$ cat src/rtl/cpu_pkg.sv
// ---------------------------------------------------------------------------
// cpu_pkg
//   Shared definitions for the next-PC logic:
//     - default reset and exception vectors
//     - exception cause codes (software-visible encoding)
//     - next-PC FSM state encoding
//     - bundle of precomputed candidate targets
// ---------------------------------------------------------------------------
package cpu_pkg;

    // Default vectors; the top module exposes these as overridable parameters.
    localparam logic [31:0] DEF_RESET_VECTOR = 32'h0000_0000;
    localparam logic [31:0] DEF_EXC_VECTOR   = 32'h0000_0180;

    // Exception cause codes as seen by software.
    typedef enum logic [1:0] {
        CAUSE_NONE     = 2'd0,
        CAUSE_EXT      = 2'd1,
        CAUSE_MISALIGN = 2'd2
    } cause_e;

    // RUN: normal operation. HOLD: a redirect arrived during a stall and is
    // waiting for the stall to drop.
    typedef enum logic {
        PC_RUN  = 1'b0,
        PC_HOLD = 1'b1
    } pc_state_e;

    // Candidate targets produced by the address arithmetic.
    typedef struct packed {
        logic [31:0] pc4;
        logic [31:0] br_tgt;
        logic [31:0] j_tgt;
        logic        misaligned;
    } targets_t;

endpackage : cpu_pkg

$ cat src/rtl/pc_target_calc.sv
// ---------------------------------------------------------------------------
// pc_target_calc
//   Purely combinational address arithmetic for the next-PC unit.
//   All sums are modulo 2^32.
// Ports
//   current_count_i   in  32  present PC
//   branch_offset_i   in  16  signed word offset (I-type immediate)
//   jump_target_i     in  26  J-type target field
//   jump_reg_i        in  1   JR/JALR request
//   reg_target_lo_i   in  2   low bits of the JR/JALR register value
//   targets_o         out     pc4, branch target, jump target, misaligned flag
// ---------------------------------------------------------------------------
module pc_target_calc
    import cpu_pkg::*;
(
    input  logic [31:0] current_count_i,
    input  logic [15:0] branch_offset_i,
    input  logic [25:0] jump_target_i,
    input  logic        jump_reg_i,
    input  logic [1:0]  reg_target_lo_i,
    output targets_t    targets_o
);

    logic [31:0] pc4;
    logic [31:0] br_disp;

    // Sequential address; 32'hFFFF_FFFC wraps to 0 naturally.
    assign pc4 = current_count_i + 32'd4;

    // Word offset sign-extended and scaled to bytes.
    assign br_disp = {{14{branch_offset_i[15]}}, branch_offset_i, 2'b00};

    assign targets_o.pc4        = pc4;
    assign targets_o.br_tgt     = pc4 + br_disp;
    // Jumps stay inside the 256 MB region of the delay-slot address.
    assign targets_o.j_tgt      = {pc4[31:28], jump_target_i, 2'b00};
    // A register jump to a non-word address is an exception, not a redirect.
    assign targets_o.misaligned = jump_reg_i && (reg_target_lo_i != 2'b00);

endmodule : pc_target_calc

$ cat src/rtl/next_pc_unit.sv
// ---------------------------------------------------------------------------
// next_pc_unit
//   Selects the next program counter value (sequential, branch, jump,
//   jump-register or exception vector) and drives it combinationally into
//   the program counter's new_count input. Holds the PC while stalled and
//   remembers the first redirect seen during a stall so it is applied once
//   the stall drops. Records EPC and cause on every exception.
// Parameters
//   RESET_VECTOR      next_pc while reset is high
//   EXC_VECTOR        exception handler entry
// Ports
//   clk               in   1   rising-edge clock
//   reset             in   1   synchronous, active-high
//   current_count     in   32  present PC
//   stall             in   1   hold PC this cycle
//   branch_taken      in   1   conditional branch resolved taken
//   branch_offset     in   16  signed word offset
//   jump              in   1   J/JAL
//   jump_target       in   26  J-type target field
//   jump_reg          in   1   JR/JALR
//   reg_target        in   32  register target for JR/JALR
//   exception         in   1   external/execute exception request
//   next_pc           out  32  next PC (combinational)
//   redirect_pending  out  1   registered; a stalled redirect is held
//   epc               out  32  registered; PC of the faulting instruction
//   cause             out  2   registered; 0 none, 1 external, 2 misaligned JR
// ---------------------------------------------------------------------------
module next_pc_unit
    import cpu_pkg::*;
#(
    parameter logic [31:0] RESET_VECTOR = DEF_RESET_VECTOR,
    parameter logic [31:0] EXC_VECTOR   = DEF_EXC_VECTOR
) (
    input  logic        clk,
    input  logic        reset,
    input  logic [31:0] current_count,
    input  logic        stall,
    input  logic        branch_taken,
    input  logic [15:0] branch_offset,
    input  logic        jump,
    input  logic [25:0] jump_target,
    input  logic        jump_reg,
    input  logic [31:0] reg_target,
    input  logic        exception,
    output logic [31:0] next_pc,
    output logic        redirect_pending,
    output logic [31:0] epc,
    output logic [1:0]  cause
);

    targets_t    tgt;

    pc_state_e   state_q,          state_d;
    logic [31:0] pending_target_q, pending_target_d;
    logic [31:0] epc_q,            epc_d;
    cause_e      cause_q,          cause_d;

    logic        exc_take;
    logic        redirect_req;
    logic [31:0] redirect_tgt;
    logic [31:0] run_tgt;

    // ------------------------------------------------------------------
    // Address arithmetic
    // ------------------------------------------------------------------
    pc_target_calc u_target_calc (
        .current_count_i (current_count),
        .branch_offset_i (branch_offset),
        .jump_target_i   (jump_target),
        .jump_reg_i      (jump_reg),
        .reg_target_lo_i (reg_target[1:0]),
        .targets_o       (tgt)
    );

    // ------------------------------------------------------------------
    // Request priority: exception > misaligned JR > JR > J > branch > pc4
    // ------------------------------------------------------------------
    assign exc_take     = exception || tgt.misaligned;
    assign redirect_req = jump_reg || jump || branch_taken;

    always_comb begin
        // NOTE: every signal written here gets a default first, so no path
        // leaves it unassigned and no latch is inferred.
        redirect_tgt = tgt.br_tgt;
        if (jump_reg) begin
            redirect_tgt = reg_target;
        end else if (jump) begin
            redirect_tgt = tgt.j_tgt;
        end
    end

    assign run_tgt = redirect_req ? redirect_tgt : tgt.pc4;

    // ------------------------------------------------------------------
    // Next-state logic
    // ------------------------------------------------------------------
    always_comb begin
        state_d          = state_q;
        pending_target_d = pending_target_q;
        epc_d            = epc_q;
        cause_d          = cause_q;

        if (exc_take) begin
            // Exceptions win in any state and discard a held redirect.
            epc_d            = current_count;
            cause_d          = exception ? CAUSE_EXT : CAUSE_MISALIGN;
            pending_target_d = '0;
            state_d          = PC_RUN;
        end else begin
            unique case (state_q)
                PC_RUN: begin
                    if (stall && redirect_req) begin
                        pending_target_d = redirect_tgt;
                        state_d          = PC_HOLD;
                    end
                end
                PC_HOLD: begin
                    // First redirect wins; later requests are dropped.
                    if (!stall) begin
                        pending_target_d = '0;
                        state_d          = PC_RUN;
                    end
                end
                default: begin
                    state_d = PC_RUN;
                end
            endcase
        end
    end

    // ------------------------------------------------------------------
    // Output mux (combinational, zero latency)
    // ------------------------------------------------------------------
    always_comb begin
        next_pc = current_count;
        if (reset) begin
            next_pc = RESET_VECTOR;
        end else if (exc_take) begin
            next_pc = EXC_VECTOR;
        end else if (!stall) begin
            next_pc = (state_q == PC_HOLD) ? pending_target_q : run_tgt;
        end
    end

    // ------------------------------------------------------------------
    // State registers
    // ------------------------------------------------------------------
    always_ff @(posedge clk) begin
        // NOTE: non-blocking assignments so every register samples the
        // values from before the edge, independent of statement order.
        if (reset) begin
            state_q          <= PC_RUN;
            // NOTE: the held target is reset too, even though the state
            // gates its use, so no X can ever reach next_pc.
            pending_target_q <= '0;
            epc_q            <= '0;
            cause_q          <= CAUSE_NONE;
        end else begin
            state_q          <= state_d;
            pending_target_q <= pending_target_d;
            epc_q            <= epc_d;
            cause_q          <= cause_d;
        end
    end

    assign redirect_pending = (state_q == PC_HOLD);
    assign epc              = epc_q;
    assign cause            = cause_q;

endmodule : next_pc_unit
$ cat config.mk
export PLATFORM = sky130hd
export DESIGN_NAME = next_pc_unit
export DESIGN_NICKNAME = d
export VERILOG_FILES = /design/src/rtl/cpu_pkg.sv /design/src/rtl/pc_target_calc.sv /design/src/rtl/next_pc_unit.sv
export SDC_FILE = /design/constraint.sdc
export NUM_CORES = 1
export LEC_CHECK = 0
export CAP_MARGIN = 20
export CORE_MARGIN = 1.5
export CORE_UTILIZATION = 35
export CTS_CLUSTER_DIAMETER = 60
export CTS_CLUSTER_SIZE = 30
export DETAILED_ROUTE_END_ITERATION = 8
export PLACE_DENSITY = 0.6
export SLEW_MARGIN = 20
export SYNTH_ARGS = -nofsm -noshare
export SYNTH_HDL_FRONTEND = slang
export SYNTH_SLANG_ARGS = --single-unit
$ cat constraint.sdc
create_clock -name clk -period 13.6 [get_ports clk]
set_input_delay 3.4 -clock clk [delete_from_list [all_inputs] [get_ports clk]]
set_output_delay 3.4 -clock clk [all_outputs]
set_load 0.1 [all_outputs]
[Word level (Yosys, flattened, before mapping)]
Index checks and enable logic that the tools add are counted.
Operators by class
  $add $sub $neg: 2
  multipliers: 0
  divide/modulo/power cells: 0
  magnitude comparators: 0
  eq/ne operators: 2
  shifts and indexed selects: 0
  muxes and demuxes: 14
  bitwise gates (word level): 1
  reduce and logical (&&, ||, !) cells: 8
Operators with widths (number)
  32-bit 2-to-1 mux: 9
  32-bit one-hot mux with 2 select lines: 1
  32-bit by 3-bit adder with 32-bit output (second input constant): 1
  32-bit adder: 1
  2-bit != test (second input constant): 2
  1-bit logical OR: 3
  1-bit logical AND: 2
  1-bit 2-to-1 mux: 2
  2-bit 2-to-1 mux: 1
  1-bit one-hot mux with 2 select lines: 1
  2-bit AND reduction: 1
  2-bit nonzero test: 1
  2-bit OR reduction: 1
  1-bit NOT: 1
Word-level totals
  register bits after elaboration: 67
  bits in latches: 0
  memory bits (writable): 0
  memory bits (read-only): 0
  input port bits: 113
  output and inout bits: 67
  memories: 0

[Longest topological paths before layout]
  depth after elaboration: 9
  gate-level depth with buffers: 17
  depth with buffers taken out: 17

[By module]
Synthesis repeated with hierarchy kept, for this count alone.
Second synthesis, totals
  cells, all modules: 808
  area total of the unflattened synthesis: 6545.0 sq um
Modules (own cells, without submodules)
  next_pc_unit: times used 1, cells each 501, area an instance 4264.1 sq um, seq. area each 1341.3 sq um
  pc_target_calc: times used 1, cells each 307, area an instance 2280.9 sq um, seq. area each 0.0 sq um

[Least setup slack after synthesis]
OpenSTA, ideal clock, no wires.
  kind: input port to output port
  start: in current_count[6]
  end: out next_pc[14]
  data arrival time: 8.866 ns
  required time: 10.200 ns
  setup slack: 1.334 ns
  stages on the path: 16
  buffers on the path: 0
  cells stage by stage: and3_1 and3_1 and2_1 nand2_1 xnor2_1 ha_1 a21oi_2 a21o_1 a31o_4 a21oi_4 nor2_1 xor2_1 o211a_1 nor3_1 a211oi_1 o41ai_1
Between the ends
  longest elaborated chain between the ends: 9
RTL lines
  start: declaration: RTL line next_pc_unit.sv:36  | input logic [31:0] current_count,
  32-bit by 3-bit adder with 32-bit output *: RTL line pc_target_calc.sv:28  | assign pc4 = current_count_i + 32'd4;
  32-bit adder: RTL line pc_target_calc.sv:34  | assign targets_o.br_tgt = pc4 + br_disp;
  32-bit 2-to-1 mux: RTL line next_pc_unit.sv:87  | end else if (jump) begin
  32-bit 2-to-1 mux: RTL line next_pc_unit.sv:85  | if (jump_reg) begin
  32-bit 2-to-1 mux *: RTL line next_pc_unit.sv:92  | assign run_tgt = redirect_req ? redirect_tgt : tgt.pc4;
  32-bit 2-to-1 mux *: RTL line next_pc_unit.sv:141  | next_pc = (state_q == PC_HOLD) ? pending_target_q : run_tgt;
  32-bit 2-to-1 mux *: RTL line next_pc_unit.sv:140  | end else if (!stall) begin
  32-bit 2-to-1 mux *: RTL line next_pc_unit.sv:138  | end else if (exc_take) begin
  32-bit 2-to-1 mux *: RTL line next_pc_unit.sv:136  | if (reset) begin
  end: declaration: RTL line next_pc_unit.sv:45  | output logic [31:0] next_pc,
Every way passes the cells marked *; elsewhere a longest branch is shown, timed or not.

[Worst setup path after layout]
  start: in current_count[8]
  end: out next_pc[30]
The elaborated chain is that of the path after synthesis.

==> metrics.yaml <==
slew_violations: 0
status: "finished, final reports clean"
final_cells: 1253
grt_pass1_vias: 6730
setup-violations-final: 0
start_kind: "primary input"
grt_pass1_wl_um: 37280
drive_above_1_share_pct: 4.961
ys_warn_count: 0
drtAntennaViolNets: 0
final-seq-area_um2: 1341
fmaxAchievable_mhz: 79.87
holdPathEnd: "epc[12]$_SDFFE_PP0P_"
reg2reg_slack_ns: 10.65
fin_nets: 1171
r2r_start: "redirect_pending$_SDFF_PP0_"
dieArea_um2: 18350
hold_viol: 0
cts_tree: "yes"
cts_max_path_buffers: 2
clock_sinks: 67
fin_tns_setup_ns: 0
cp_max_fo: 7
synth_flop_cell: "dfxtp_1"
drtPass1Iterations: 6
rsz0062_at_grt: "false"
ctsRootBufferMaster: "clkbuf_16"
hold_start: "epc[12]$_SDFFE_PP0P_"
post_cts_buffers: 0
synth_edf_count: 0
r2r-end: "pending_target_q[17]$_SDFFE_PP0P_"
num_io_pins: 180
drc: 0
final_common_cell: "clkdlybuf4s50_1"
vias: 7094
place_inst: 1237
synth_nets: 1025
mostFrequentLayoutCells: "clkdlybuf4s50_1, nand2_1, a21oi_1"
die_h_um: 135.4
post_drt_via_cell_ratio: 5.662
ys_seq_area_share_pct: 21.85
place_hpwl_um: 18280
ys_ff_latch: 67
slew_headroom_pct: 31.85
p_leak_nw: 3.299
gr-usage-all-layers_pct: 26.34
area_growth_pct: 37.54
reg2regPathDepth: 7
synth_area_um2: 6140
hold_ws_ns: 0.4489
drt_iter0_markers: 487
grt_max_degree: 47
cts_buffers: 9
maxCapViolations: 0
cp.arrival_ns: 9.12
skew_ns: 0.006508
power_density_nw_per_um2: 96.90
rows: 48
worst_pin_slew_ns: 1.019
hold_path_class: "register to register"
portBuffers: 179
hold_buffers: 0
fin_crit_sh_pct: 92.07
required_ns: 10.20
period_needed_ns: 12.52
clk_pin_slew_ns: 0.06
initial_core_util_pct: 35.62
avgSynthCellArea_um2: 7.001
fillers: 1703
synthDistinctLibCells: 76
synthArstFlopShare_pct: 0
syn_inst: 877
path_class: "primary input to output pin"
ir_worst_vdd_uv: 69.11
post_cts_resized: 0
diodes: 0
antenna_found_initial: 0
core_region_area_um2: 17240
overflow: 0
wl_per_cell_um: 19.54
htreeDepth: 3
multi_input_area_um2: 4516
worstHoldPathCells: 2
place_congestion: 0.9721
critPathCaptureType: "output pin"
insertion_delay_ns: 0.34
fp.dieW_um: 135.4
drt_wl_total_um: 24480
logic make-up (layout without fill, tap and decap cells):
family	after synthesis	in the layout	synth area share [%]
AND/OR/NAND/NOR	349	349	25.70
AO/OA/AOI/OAI	288	288	30.96
buffers and inverters	75	226	4.708
flip-flops	67	67	21.85
XOR/XNOR	45	45	6.542
adder cells (fa/ha/maj)	35	35	7.255
multiplexers	18	18	2.996
state kept, by name, summed over array words and instances, names as in the netlist:
register,count
cause,2
pending_target_q,32
redirect_pending,1
epc,32
synthesized netlist by cell type (all sizes together) (8+ instances only):
master  count  area share (%)
a211oi      8            0.98
o21a       10             1.2
a31oi      10             1.1
inv        18             1.1
nand3      31             2.5
and3       11             1.1
clkbuf     46             2.8
xor2       18             2.6
nand2     159             9.7
mux2i      15             2.4
nand4      14             1.4
a22oi      14             1.7
xnor2      27             4.0
a21oi      94             8.0
ha         34             6.9
dfxtp      67              22
a21o       16             2.0
buf        11            0.79
o21ai      58             4.7
nor2       73             4.5
o211ai     14             1.7
nor3       18             1.5
nand2b     10             1.0
a221oi     12             1.8
worst max path at each step:
stage / cells after the start / startpoint / endpoint
after floorplan: 16 / current_count[6] / next_pc[14]
after global placement: 16 / current_count[8] / next_pc[30]
after detailed placement: 16 / current_count[8] / next_pc[30]
after CTS: 16 / current_count[8] / next_pc[30]
after global routing: 17 / current_count[4] / next_pc[20]
final: 16 / current_count[8] / next_pc[30]
power breakdown:
group	switching [mW]	total, mW	internal [mW]
Combinational	0.215	0.328	0.113
Sequential	0.00446	0.210	0.206
Clock	0.0956	0.280	0.185
Total	0.315	0.818	0.503
through the flow:
| stage | total power [mW] | util (%) | instance area (um2) | setup WS, ns |
|---|---|---|---|---|
| final | 0.8182 | 48.99 | 8444 | 1.079 |
| after floorplan | 0.4313 | - | 6140 | 1.334 |
| after CTS | 0.8186 | 48.99 | 8444 | 1.108 |
| after global placement | 0.5403 | 46.95 | 8093 | 1.169 |
| after global routing | 0.8514 | 48.99 | 8444 | 0.7586 |
| after detailed placement | 0.5399 | 46.95 | 8093 | 1.142 |
routing by layer:
metal	up-vias	track usage [%]	share of wire, %
met5	-	0	0
met4	0	10.27	3.8
met3	59	3.928	6.3
met2	305	46.17	49
met1	3245	32.35	41
li1	3485	-	-
critical path, stage by stage:
cell	delay, ns
clkdlybuf4s50_1	0.65
and4_1	0.31
nand4_1	0.15
nor2_2	0.22
and4_1	0.39
xor2_1	0.34
ha_1	0.36
a21oi_1	0.23
o21ai_0	0.20
nor4_2	0.45
o41ai_2	0.16
a32oi_1	0.23
mux2_1	0.40
a211o_1	0.33
a21oi_2	0.14
clkdlybuf4s50_1	1.15
layout make-up:
type | count | area share [%]
Multi-Input combinational cell | 735 | 53.47
Timing Repair Buffer | 192 | 22.34
Sequential cell | 67 | 15.88
Tap cell | 225 | 3.334
Clock buffer | 10 | 2.830
Clock inverter | 6 | 1.334
Inverter | 18 | 0.8001
No activity file was read; power rests on OpenSTA's default activity.
